[src/rtl/norm_sqrt.sv]
// norm_sqrt: iterative floor(sqrt(a^2+b^2)) using one restoring root bit per cycle
module norm_sqrt #(
    parameter int DATA_W = 16
) (
    input  logic              i_clk,
    input  logic              i_rst,
    input  logic              en,
    input  logic [DATA_W-1:0] a,
    input  logic [DATA_W-1:0] b,
    output logic              busy,
    output logic              fin,
    output logic [DATA_W-1:0] result
);
    localparam int CW = $clog2(DATA_W);
    localparam logic [CW-1:0] LAST = CW'(DATA_W - 1);
    localparam logic [1:0] IDLE = 2'd0, LOAD = 2'd1, ROOT = 2'd2, DONE = 2'd3;

    logic [1:0]                state;
    logic signed [DATA_W-1:0]  xa, xb;
    logic [2*DATA_W-1:0]       rad;
    logic [DATA_W+1:0]         rem;
    logic [DATA_W-1:0]         root;
    logic [CW-1:0]             cnt;

    logic signed [2*DATA_W-1:0] ea, eb;
    logic [2*DATA_W-1:0]        sq_sum;
    logic [DATA_W+1:0]          rem_sh, trial, rem_nx;
    logic                       ge;
    logic [DATA_W-1:0]          root_nx;
    logic                       ready;

    // Sign-extended squares are non-negative; their sum peaks at 2^(2*DATA_W-1) and fits unsigned.
    assign ea      = xa;
    assign eb      = xb;
    assign sq_sum  = $unsigned(ea * ea) + $unsigned(eb * eb);
    assign rem_sh  = (rem << 2) | {{DATA_W{1'b0}}, rad[2*DATA_W-1 -: 2]};
    assign trial   = {root, 2'b01};
    assign ge      = rem_sh >= trial;
    assign rem_nx  = ge ? rem_sh - trial : rem_sh;
    assign root_nx = {root[DATA_W-2:0], ge};
    assign ready   = (state == IDLE) || (state == DONE);
    assign busy    = (state == LOAD) || (state == ROOT);

    always_ff @(posedge i_clk) begin
        if (i_rst) begin
            state  <= IDLE;
            fin    <= 1'b0;
            result <= '0;
            xa     <= '0;
            xb     <= '0;
            rad    <= '0;
            rem    <= '0;
            root   <= '0;
            cnt    <= '0;
        end else begin
            fin <= 1'b0;
            if (ready) begin
                state <= IDLE;
                if (en) begin
                    xa    <= a;
                    xb    <= b;
                    state <= LOAD;
                end
            end else if (state == LOAD) begin
                rad   <= sq_sum;
                rem   <= '0;
                root  <= '0;
                cnt   <= '0;
                state <= ROOT;
            end else begin
                rad  <= rad << 2;
                rem  <= rem_nx;
                root <= root_nx;
                cnt  <= cnt + 1'b1;
                if (cnt == LAST) begin
                    result <= root_nx;
                    fin    <= 1'b1;
                    state  <= DONE;
                end
            end
        end
    end
endmodule

[config.mk]
export PLATFORM = sky130hd
export DESIGN_NAME = norm_sqrt
export DESIGN_NICKNAME = d
export VERILOG_FILES = /design/src/rtl/norm_sqrt.sv
export SDC_FILE = /design/constraint.sdc
export NUM_CORES = 2
export LEC_CHECK = 0
export ABC_AREA = 1
export CORE_UTILIZATION = 43
export DETAILED_ROUTE_END_ITERATION = 8
export PLACE_DENSITY = 0.67
export SETUP_SLACK_MARGIN = 0.2
export SLEW_MARGIN = 20
export SYNTH_ARGS = -nofsm -noshare
export SYNTH_HDL_FRONTEND = slang
export SYNTH_SLANG_ARGS = --single-unit
export TNS_END_PERCENT = 1
[constraint.sdc]
create_clock -name i_clk -period 7.6 [get_ports i_clk]
set_clock_uncertainty 0.15 [all_clocks]
set_input_delay 1.52 -clock i_clk [delete_from_list [all_inputs] [get_ports i_clk]]
set_output_delay 1.52 -clock i_clk [all_outputs]
set_load 0.005 [all_outputs]
==> results.toml <==
[status]
status = "completed"

[flow_run]
cap_viol_max_count = 0

[clock_tree]
hold_buffers = 0
clock_path_buffers = 2
clkTransAtPathRegs_ns = 0.07
h-tree-depth = 4
cts_sinks = 119
numCtsBuffers = 17
cts-root-buf = "clkbuf_16"
clock_latency_ns = 0.49
cts_tree = "yes"

[setup_path]
r2r_setup_slack_ns = 0.34
cp.arrival_ns = 7.45
cp_max_fo = 17
worstSetupPathType = "reg -> reg"
startpoint_type = "flop"
r2r_start = "xa[15]"
worst_r2r_path_depth = 26
cp-end-kind = "flop"
crit_start = "xa[15]"
cp_data_required_time_ns = 7.78
rr_endpoint = "rad[31]"

[finish]
fin_area_um2 = 25600
syn2layout_area_growth_pct = 9.18
diodes = 0
multiInputGateArea_um2 = 17500
final_util_pct = 47.5
nets = 3562
ff_latch_area_um2 = 2390
fill_cells = 5221
drive_above_1_share_pct = 6.04

[timing]
period_minus_slack_ns = 7.26
slew_violations = 0
grt_setup_unrepaired = "true"
max_freq_mhz = 138
finalSetupViolCount = 0
hold_viol = 0
min_period_over_period_pct = 95.6
max_slew_margin_pct = 45.3
fin_hold_ws_ns = 0.315
tightest_slew_ns = 0.820
tns_ns = 0

[synthesis]
yosysSeqAreaShare_pct = 10.2
ys_ff_latch = 119
synth_compound_area_share_pct = 7.47
yosysUniqueCellTypes = 44
ys.warnings.count = 0
ys_top_cells_by_area = "fa_1 (44%), inv_1 (13%), dfxtp_1 (10%), ha_1 (9.1%), nand2_1 (7.5%)"
synth-edff-count = 0
synth_top_family_by_area = "adder cells"
synth_fp_nets = 3521
synth_most_common_cell = "inv_1"
synth-xor-area-share_pct = 1.19
netlist_area_um2 = 23500
syn-instance-count = 2796
synth-simple-area-share_pct = 12.5
syn_area_per_cell_um2 = 8.39
yosys.area.top_type = "fa_1"
ys.flop_type = "dfxtp_1"
async_flop_share_pct = 0
synthMuxAreaShare_pct = 0
synthAdderAreaFrac_pct = 53.4
synth_top_area_share_pct = 44.4
netlist_top_cells_count = "inv_1 (836), fa_1 (520), nand2_1 (468)"

[detailed_routing]
ant_nets = 0
firstDrtPassIters = 7
post_drt_wl_per_cell_um = 15.4
first_iter_violations = 913
post-route-drc-count = 0
dr_total_vias = 17100
viasPerCell = 4.83
wirelength_mm = 54.7

[die]
rows = 85
initial_utilization_pct = 43.5
die_w_um = 236
die_y_um = 236
die_area_um2 = 55500
core_area_um2 = 53900
io_pins = 53

[place]
numPortBuffers = 52
placed_area_um2 = 25000
dp_hpwl_mm = 46.9
place_congestion = 0.924

[hold_path]
hold_class = "reg -> reg"
whs_path_depth = 2
hp-start = "rad[1]"
min_to = "rad[1]"

[grt]
gr-total-overflow = 0
grt_max_degree = 65
grt_pass1_vias = 18400
antenna_found_initial = 0
grt_pass1_wl_mm = 93.8
track_usage_pct = 21.6
-- cells in the final DEF (no fill, tap or decap), types with 8 or more instances in the layout --
master,netlist,layout
nand4_1,8,8
clkbuf_16,0,17
dfxtp_1,119,113
a22oi_1,26,26
o21ai_0,86,85
nor3_1,15,14
clkdlybuf4s50_1,0,51
or2_2,11,11
inv_1,836,833
fa_1,520,516
nand2_2,10,11
nor2_1,101,100
inv_6,1,9
a21oi_1,138,138
ha_1,170,169
nand2_1,468,467
a21oi_2,9,9
o32ai_1,16,16
buf_4,2,73
nand3_1,71,71
xnor2_1,14,14
o21bai_1,10,10
nand3_2,8,8
xor2_1,18,18
-- sequential cells by signal, indices dropped and copies added (netlist names) --
register / count
state: 2
xa: 16
rad: 32
root: 16
xb: 16
fin: 1
cnt: 4
result: 16
rem: 16
-- critical path: stages (launching register included) --
cell        delay [ns]
dfxtp_1           0.33
buf_12            0.15
nand2_1           0.11
inv_1             0.10
fa_1              0.60
fa_1              0.48
fa_2              0.63
clkinvlp_4        0.10
buf_4             0.18
fa_1              0.48
inv_1             0.05
fa_1              0.48
fa_1              0.51
fa_1              0.51
inv_1             0.05
fa_1              0.53
inv_1             0.06
ha_1              0.36
nand2_1           0.13
nor2_1            0.30
nand2_1           0.12
nor2_1            0.17
nand2_1           0.12
nand3_1           0.15
nand3_1           0.09
nand3_1           0.10
a21oi_1           0.06
-- metal layers --
metal	track usage, %	wire (um)	part of all wire [%]	vias up
met5	0	0	0	-
met2	36.8	26900	49	354
met4	7.03	1510	2.8	0
met1	28.3	24000	44	8436
li1	-	-	-	8254
met3	2.92	2330	4.3	66
-- cell type report --
type	instances	area share (%)
inverters	840	12.4
well taps	696	3.40
repair buffers	127	4.31
multi-input cells	1732	68.4
clock buffers	17	1.66
flip-flops and latches	119	9.33
clock inverters	15	0.498
-- worst max path at each step --
stage	end	slack, ns
after floorplan	rad[31]	0.64
after global placement	rad[31]	0.18
after detailed placement	rad[31]	0.24
after CTS	rad[31]	0.21
after global routing	rad[16]	0.08
final	rad[31]	0.34
-- timing repair --
item                       CTS  global route
setup buffers                2             2
setup endpoints to repair    1            17
gates resized for setup      2            14
pin swaps                    0             1
-- cells by family (layout without fill, tap and decap cells) --
family,Yosys count,after routing
buf+inv,945,999
simple gates,704,704
fa+ha+maj,690,690
compound gates,305,305
flops,119,119
xor+xnor,32,32
other cells,1,1
-- through the flow --
| step | worst slack (ns) | std cells |
|---|---|---|
| 3_5_place_dp | 0.244 | 3510 |
| 4_1_cts | 0.212 | 3544 |
| 2_1_floorplan | 0.635 | 2796 |
| 3_3_place_gp | 0.175 | 3510 |
| 6_report | 0.336 | 3546 |
| 5_1_grt | 0.0814 | 3546 |
Power is left out: the tool's default activity adds up to more than one toggle a clock period on the data nets, which glitch-free logic cannot reach.
